--- src/rtl/alu_sequencer_pkg.sv ---
// Shared definitions for the ALU sequencer: widths, opcode and ALU op-code values,
// FSM state type and decoded control bundle.
package alu_sequencer_pkg;

  localparam int unsigned ALU_DATA_WIDTH = 4;
  localparam int unsigned ALU_OC_WIDTH   = 3;
  localparam int unsigned OP_WIDTH       = 4;
  localparam int unsigned IMM_WIDTH      = 4;
  localparam int unsigned INSTR_WIDTH    = OP_WIDTH + IMM_WIDTH;

  localparam logic [OP_WIDTH-1:0] OP_NOP = 4'b0000;
  localparam logic [OP_WIDTH-1:0] OP_LDA = 4'b0001;
  localparam logic [OP_WIDTH-1:0] OP_LDB = 4'b0010;
  localparam logic [OP_WIDTH-1:0] OP_OUT = 4'b0011;
  localparam logic                OP_ALU_PREFIX = 1'b1;

  localparam logic [ALU_OC_WIDTH-1:0] OC_ZERO = 3'b000;
  localparam logic [ALU_OC_WIDTH-1:0] OC_XOR  = 3'b001;
  localparam logic [ALU_OC_WIDTH-1:0] OC_AND  = 3'b010;
  localparam logic [ALU_OC_WIDTH-1:0] OC_OR   = 3'b011;
  localparam logic [ALU_OC_WIDTH-1:0] OC_ADD  = 3'b100;
  localparam logic [ALU_OC_WIDTH-1:0] OC_SUB  = 3'b110;

  typedef enum logic [1:0] {
    ST_IDLE = 2'd0,
    ST_EXEC = 2'd1,
    ST_RESP = 2'd2
  } seq_state_e;

  typedef struct packed {
    logic wr_acc;
    logic wr_b;
    logic use_alu;
    logic upd_c;
    logic illegal;
  } dec_ctrl_t;

endpackage

--- src/rtl/alu_seq_decode.sv ---
// Combinational opcode decode: maps the latched opcode to register-write controls.
module alu_seq_decode
  import alu_sequencer_pkg::*;
(
  input  logic [OP_WIDTH-1:0] op,
  output dec_ctrl_t           ctrl_c
);

  always_comb begin
    ctrl_c = '0;
    if (op[OP_WIDTH-1] == OP_ALU_PREFIX) begin
      ctrl_c.wr_acc  = 1'b1;
      ctrl_c.use_alu = 1'b1;
      // Only arithmetic op-codes (oc[2]=1) produce a meaningful carry
      ctrl_c.upd_c   = op[2];
    end else begin
      case (op)
        OP_NOP, OP_OUT: begin
          ctrl_c = '0;
        end
        OP_LDA: ctrl_c.wr_acc = 1'b1;
        OP_LDB: ctrl_c.wr_b   = 1'b1;
        default: ctrl_c.illegal = 1'b1;
      endcase
    end
  end

endmodule

--- src/rtl/alu_sequencer.sv ---
// Instruction sequencer for the 4-bit ALU: holds ACC/B/C/Z, drives the external ALU
// and returns one registered response beat per accepted instruction.
module alu_sequencer
  import alu_sequencer_pkg::*;
#(
  parameter int unsigned DATA_WIDTH = ALU_DATA_WIDTH,
  parameter int unsigned OC_WIDTH   = ALU_OC_WIDTH
) (
  input  logic                   clk_i,
  input  logic                   rst_ni,
  input  logic                   instr_valid_i,
  output logic                   instr_ready_o,
  input  logic [INSTR_WIDTH-1:0] instr_i,
  output logic [DATA_WIDTH-1:0]  alu_a_o,
  output logic [DATA_WIDTH-1:0]  alu_b_o,
  output logic [OC_WIDTH-1:0]    alu_oc_o,
  input  logic [DATA_WIDTH-1:0]  alu_result_i,
  input  logic                   alu_carry_i,
  output logic                   rsp_valid_o,
  input  logic                   rsp_ready_i,
  output logic [DATA_WIDTH-1:0]  rsp_acc_o,
  output logic                   rsp_c_o,
  output logic                   rsp_z_o,
  output logic                   rsp_illegal_o
);

  seq_state_e            state_q, state_d;
  logic [OP_WIDTH-1:0]   op_q, op_d;
  logic [IMM_WIDTH-1:0]  imm_q, imm_d;
  logic [DATA_WIDTH-1:0] acc_q, acc_d;
  logic [DATA_WIDTH-1:0] b_q, b_d;
  logic                  c_q, c_d;
  logic                  z_q, z_d;
  logic                  instr_ready_d;
  logic [OC_WIDTH-1:0]   alu_oc_d;
  logic                  rsp_valid_d;
  logic [DATA_WIDTH-1:0] rsp_acc_d;
  logic                  rsp_c_d;
  logic                  rsp_z_d;
  logic                  rsp_illegal_d;
  dec_ctrl_t             ctrl_c;

  alu_seq_decode u_decode (
    .op     (op_q),
    .ctrl_c (ctrl_c)
  );

  assign alu_a_o = acc_q;
  assign alu_b_o = b_q;

  // State and output registers
  always_ff @(posedge clk_i or negedge rst_ni) begin
    if (!rst_ni) begin
      state_q       <= ST_IDLE;
      op_q          <= '0;
      imm_q         <= '0;
      acc_q         <= '0;
      b_q           <= '0;
      c_q           <= 1'b0;
      z_q           <= 1'b1;
      instr_ready_o <= 1'b1;
      alu_oc_o      <= '0;
      rsp_valid_o   <= 1'b0;
      rsp_acc_o     <= '0;
      rsp_c_o       <= 1'b0;
      rsp_z_o       <= 1'b1;
      rsp_illegal_o <= 1'b0;
    end else begin
      state_q       <= state_d;
      op_q          <= op_d;
      imm_q         <= imm_d;
      acc_q         <= acc_d;
      b_q           <= b_d;
      c_q           <= c_d;
      z_q           <= z_d;
      instr_ready_o <= instr_ready_d;
      alu_oc_o      <= alu_oc_d;
      rsp_valid_o   <= rsp_valid_d;
      rsp_acc_o     <= rsp_acc_d;
      rsp_c_o       <= rsp_c_d;
      rsp_z_o       <= rsp_z_d;
      rsp_illegal_o <= rsp_illegal_d;
    end
  end

  // Next-state and next-output logic
  always_comb begin
    state_d       = state_q;
    op_d          = op_q;
    imm_d         = imm_q;
    acc_d         = acc_q;
    b_d           = b_q;
    c_d           = c_q;
    z_d           = z_q;
    instr_ready_d = instr_ready_o;
    alu_oc_d      = '0;
    rsp_valid_d   = rsp_valid_o;
    rsp_acc_d     = rsp_acc_o;
    rsp_c_d       = rsp_c_o;
    rsp_z_d       = rsp_z_o;
    rsp_illegal_d = rsp_illegal_o;

    case (state_q)
      ST_IDLE: begin
        if (instr_valid_i && instr_ready_o) begin
          op_d          = instr_i[INSTR_WIDTH-1:IMM_WIDTH];
          imm_d         = instr_i[IMM_WIDTH-1:0];
          instr_ready_d = 1'b0;
          state_d       = ST_EXEC;
          // Registered so the op-code is on the ALU for the whole EXEC cycle
          if (instr_i[INSTR_WIDTH-1] == OP_ALU_PREFIX) begin
            alu_oc_d = OC_WIDTH'(instr_i[IMM_WIDTH+2:IMM_WIDTH]);
          end
        end
      end
      ST_EXEC: begin
        if (ctrl_c.wr_acc) begin
          acc_d = ctrl_c.use_alu ? alu_result_i : DATA_WIDTH'(imm_q);
          z_d   = (acc_d == '0);
        end
        if (ctrl_c.wr_b) begin
          b_d = DATA_WIDTH'(imm_q);
        end
        if (ctrl_c.upd_c) begin
          c_d = alu_carry_i;
        end
        rsp_valid_d   = 1'b1;
        rsp_acc_d     = acc_d;
        rsp_c_d       = c_d;
        rsp_z_d       = z_d;
        rsp_illegal_d = ctrl_c.illegal;
        state_d       = ST_RESP;
      end
      ST_RESP: begin
        if (rsp_ready_i) begin
          rsp_valid_d   = 1'b0;
          instr_ready_d = 1'b1;
          state_d       = ST_IDLE;
        end
      end
      default: begin
        state_d       = ST_IDLE;
        instr_ready_d = 1'b1;
        rsp_valid_d   = 1'b0;
      end
    endcase
  end

endmodule

--- config.mk ---
export PLATFORM = sky130hd
export DESIGN_NAME = alu_sequencer
export DESIGN_NICKNAME = d
export VERILOG_FILES = /design/src/rtl/alu_sequencer_pkg.sv /design/src/rtl/alu_seq_decode.sv /design/src/rtl/alu_sequencer.sv
export SDC_FILE = /design/constraint.sdc
export NUM_CORES = 1
export LEC_CHECK = 0
export ABC_AREA = 0
export CORE_AREA = 2 2 49 51
export DETAILED_ROUTE_END_ITERATION = 10
export DIE_AREA = 0 0 51 53
export DONT_BUFFER_PORTS = 1
export HOLD_SLACK_MARGIN = 0.03
export PLACE_DENSITY_LB_ADDON = 0.08
export SLEW_MARGIN = 20
export SYNTH_ARGS = -nofsm -noshare
export SYNTH_HDL_FRONTEND = slang
export SYNTH_HIERARCHICAL = 1
export SYNTH_SLANG_ARGS = --single-unit
--- constraint.sdc ---
create_clock -name clk_i -period 1.23 [get_ports clk_i]
set_input_delay 0.1845 -clock clk_i [delete_from_list [all_inputs] [get_ports clk_i]]
set_output_delay 0.1845 -clock clk_i [all_outputs]
set_load 0.01 [all_outputs]
# After elaboration in Yosys (flattened, before gate mapping)
# Index checks and enable logic that the tools add are counted.
# W data, S select, Z words.
# word_totals
out_inout_bits	20
inputBits	17
reg_bits	26
# classes
bitwise_logic	2
n_reduce_logical	12
muxes	20
eq_ne	7
# ops
operator	n
$reduce_and A2 Y1	6
$mux W1	10
$mux W3	3
$eq A4 B2 Y1 const B	2
$logic_not A4 Y1	2
$mux W2	3
$pmux W1 S3	2
$pmux W2 S3	1
$eq A4 B1 Y1 const B	1
$mux W4	1
$ne A2 B2 Y1 const B	2
$reduce_or A4 Y1	1
$reduce_and A3 Y1	1
$eq A2 B1 Y1 const B	1
$eq A2 B2 Y1 const B	1
$logic_not A2 Y1	1
$not A1 Y1	2
$logic_and A1 B1 Y1	1

# Longest topological paths before layout
# logic_depth
ltp_word	4
ltp_mapped	5
mapped_depth_nobuf	5

# Modules after synthesis
# The synthesis kept the hierarchy.
# modules_own_cells
module	area_each_um2	cells_each	instances	seq_area_each_um2
alu_sequencer	1083.5	78	1	653.1
alu_seq_decode	47.5	6	1	0.0

# Worst setup path after synthesis
# OpenSTA, ideal clock, no wires.
# synth_path
path_kind	reg2reg
from	reg instr_ready_o
to	reg imm_q[0]
synth_period_minus_slack_ns	1.365
setup_slack_ns	-0.135
setup_time_ns	0.125
path_buffers	1
arrival_time_ns	1.240
path_stages_with_launch	4
path_cell_list	dfstp_2 > and4bb_4 > buf_6 > mux2_4
# synth_between
elab_chain_len	2
# synth_lines
element	line_no	text
start, declared	alu_sequencer.sv:12	output logic instr_ready_o,
start signal, assigned	alu_sequencer.sv:76	instr_ready_o <= instr_ready_d;
$logic_and A1 B1 Y1	alu_sequencer.sv:105	if (instr_valid_i && instr_ready_o) begin
$reduce_and A2 Y1 (no source line)	-	
end signal, assigned	alu_sequencer.sv:71	imm_q <= imm_d;
end, declared	alu_sequencer.sv:29	logic [IMM_WIDTH-1:0] imm_q, imm_d;
# Every way passes these cells.
# A chain may end at the register's enable or synchronous reset.

# Worst setup path in the final report
# layout_path
from	reg instr_ready_o
to	reg op_q[3]
# layout_between
elab_chain_len	2
# layout_lines
element	line_no	text
$logic_and A1 B1 Y1	alu_sequencer.sv:105	
$reduce_and A2 Y1 (no source line)	-	
end signal, assigned	alu_sequencer.sv:70	op_q <= op_d;
end, declared	alu_sequencer.sv:28	logic [OP_WIDTH-1:0] op_q, op_d;
# Every way passes these cells.

==> run_results.csv <==
group,metric,value,unit
status,outcome,"finished with violations",
status,violations,"negative setup slack",
setup_path,arrival,1510,ps
flow_run,max_cap_violations,0,
synthesis,avgSynthCellArea,13.47,um2
power,p_per_area,921.6,nW/um2
cts,cts_num_sinks,26,
layout,fin_nets,125,
cts,clk_pin_slew,140,ps
cts,clk_path_buf_depth,2,
setup_path,path_depth,2,
floorplanning,io_pins,37,
floorplanning,start_util,0.5265,
sta,fmaxAchievable,0.7678,GHz
cts,insertion_delay,310,ps
cts,numCtsBuffers,3,
sta,min_period,1302,ps
layout,n_antenna_cell,0,
synthesis,syn_nets,101,
layout,layout_commonest_cell,"dfrtp_1",
routing,drtPass1Iterations,4,
synthesis,synth_warnings,6,
setup_path,r2r_cells,2,
floorplanning,die_y,53,um
grt,grt_pass1_wl,3456,um
routing,drt-total-wl,2157,um
power,p_leak,0.7235,nW
setup_path,timing.rr.start,"instr_ready_o$_DFFE_PN1P_",
power,vdd_ir_drop_max,0.0007222,V
grt,grt_usage,0.1795,
sta,slew_violations,0,
synthesis,syn_area,1131,um2
cts,clock_tree.root_cell,"clkbuf_4",
setup_path,path_class,"reg -> reg",
sta,whs,49.51,ps
hold_path,hp-class,"in -> reg",
sta,worstMarginPinSlew,252.6,ps
sta,setup_tns,-705.3,ps
setup_path,worstSetupEndpoint,"op_q[3]$_DFFE_PN0P_",
setup_path,rrSetupSlack,-70,ps
synthesis,yosysSeqAreaShare,0.5774,
synthesis,synthCells,84,
grt,grt_start_max_net_pins,27,
setup_path,worstSetupEndpointType,"flip-flop",
routing,drc,0,
power,power,1.338,mW
sta,fin_crit_sh,1.059,
cts,cts_tree,"yes",
grt,grt_overflow,0,
sta,setup_violations,12,
place,port_buffers,0,
setup_path,crit_path_max_fanout,6,
routing,detail_route.wl_per_cell,15.98,um
floorplanning,rows,17,
routing,antenna_left,0,
sta,grt_setup_unrepaired,"yes",
layout,layout-drive-gt1-share,0.4299,
routing,vias,723,
setup_path,cp_slowest_cell,"dfstp_2",
setup_path,crit_buf_inv,0,
setup_path,critical-path-max-stage-delay,570,ps
grt,grt_pass1_vias,754,
floorplanning,die_x,51,um
floorplanning,dieArea,2703,um2
synthesis,ys_ff_latch,26,
routing,viasPerCell,5.356,
floorplanning,design.core.area,2148,um2
sta,slew_headroom,0.8309,
synthesis,yosysUniqueCellTypes,23,
setup_path,cp-start-kind,"flip-flop",
setup_path,cp_top_family,"flip-flops",
place,place.gp.congestion,0.6964,
setup_path,crit_chain,"and4bb_4 -> mux2_4",
sta,skew,7.356,ps
grt,antenna_found_initial,0,
setup_path,cp.required,1440,ps
sta,final_hold_viol_count,0,
sta,fin_ws,-72.49,ps
place,hpwl,1450,um
routing,drt_iter0_drc,2,
setup_path,startpoint,"instr_ready_o$_DFFE_PN1P_",
layout,mostFrequentLayoutCells,"dfrtp_1 (23), mux2_4 (10), dlygate4sd3_1 (10), buf_4 (10), mux2i_1 (5)",
layout,area_delta_synth_final,28.32,%
cts,cts.htree.levels,1,
setup_path,reg2reg_to,"op_q[3]$_DFFE_PN0P_",
-- sequential cells by signal, indices dropped and copies added (netlist names) --
register	count
rsp_illegal_o	1
alu_b_o	4
op_q	4
instr_ready_o	1
z_q	1
alu_oc_o	3
alu_a_o	4
rsp_valid_o	1
imm_q	4
c_q	1
state_q	2
-- cells by family after synthesis --
family	count (synthesis)	share of synthesized area
AOI/OAI and AO/OA	10	0.05530
buffers and inverters	8	0.04978
DFF	26	0.5774
muxes	19	0.2035
and+or+nand+nor	21	0.1140
-- report_power, final --
part	leakage, nW	total, mW	internal [mW]	switching (mW)
Combinational	0.371	0.0599	0.0328	0.0271
Sequential	0.331	0.859	0.857	0.00201
Clock	0.0210	0.419	0.181	0.238
Total	0.724	1.34	1.07	0.267
-- worst min-delay path by stage --
| stage | cells past startpoint | start | end |
|---|---|---|---|
| after global placement | 0 | rst_ni | alu_b_o[1]$_DFFE_PN0P_ |
| after CTS | 1 | instr_i[4] | alu_oc_o[0]$_DFF_PN0_ |
| after detailed placement | 0 | rst_ni | alu_b_o[1]$_DFFE_PN0P_ |
| after floorplan | 0 | rst_ni | alu_a_o[0]$_DFFE_PN0P_ |
| after global routing | 1 | instr_i[4] | alu_oc_o[0]$_DFF_PN0_ |
| final | 1 | instr_i[4] | alu_oc_o[0]$_DFF_PN0_ |
-- layer usage --
metal	up-vias	wire, um	global-route usage
met5	-	0	0
met4	0	14	0.08108
met3	2	113	0.03390
met2	19	1177	0.3182
met1	359	851	0.2102
li1	343	-	-
-- synth_stat cells --
| library cell | number | area, um2 |
|---|---|---|
| and3_1 | 3 | 18.77 |
| nand2_1 | 7 | 26.28 |
| o22a_1 | 2 | 17.52 |
| mux2i_1 | 5 | 50.05 |
| and2_2 | 1 | 7.510 |
| mux2_2 | 8 | 90.09 |
| nand3b_1 | 1 | 7.510 |
| buf_4 | 5 | 37.54 |
| nor2b_1 | 1 | 6.260 |
| o21ai_0 | 5 | 25.02 |
| nor4_1 | 2 | 12.51 |
| mux2_4 | 6 | 90.09 |
| buf_6 | 1 | 11.26 |
| dfstp_2 | 2 | 52.55 |
| nor2_1 | 3 | 11.26 |
| nor4b_2 | 1 | 15.01 |
| clkbuf_1 | 1 | 3.750 |
| and4bb_4 | 1 | 16.27 |
| inv_1 | 1 | 3.750 |
| a21o_1 | 2 | 15.01 |
| and2b_1 | 1 | 7.510 |
| dfrtp_1 | 24 | 600.6 |
| a21oi_1 | 1 | 5.000 |
-- per-stage QoR --
stage / instance area (um2) / worst slack [ps] / cells / utilization
2_1_floorplan: 1131 / -134.8 / 84 / -
3_3_place_gp: 1174 / -120.8 / 113 / 0.5463
3_5_place_dp: 1174 / -149.7 / 113 / 0.5463
4_1_cts: 1414 / -85.88 / 134 / 0.6581
5_1_grt: 1451 / -103.7 / 135 / 0.6756
6_report: 1451 / -72.49 / 135 / 0.6756
-- worst reg2reg max path, cell delays in order, from the launching register on --
cell and delay [ps]:
dfstp_2 570, and4bb_4 330, mux2_4 310
-- layout make-up --
class,count,area [um2]
fillers,154,696.9
clock buffers,4,36.28
inverters,1,3.754
flip-flops and latches,26,654.4
repair buffers,25,240.2
well taps,28,35.03
multi-input cells,51,481.7
-- repair_timing --
| action | in CTS | in global routing |
|---|---|---|
| endpoints found under the setup margin | 17 | 20 |
| pin swaps | 3 | 5 |
| gates cloned | 1 | 0 |
| buffers inserted | 5 | 1 |
| endpoints found under the hold margin | 38 | 0 |
| gates resized for setup | 9 | 14 |
| hold buffers | 11 | 0 |
Power figures use the tool's default switching activity.
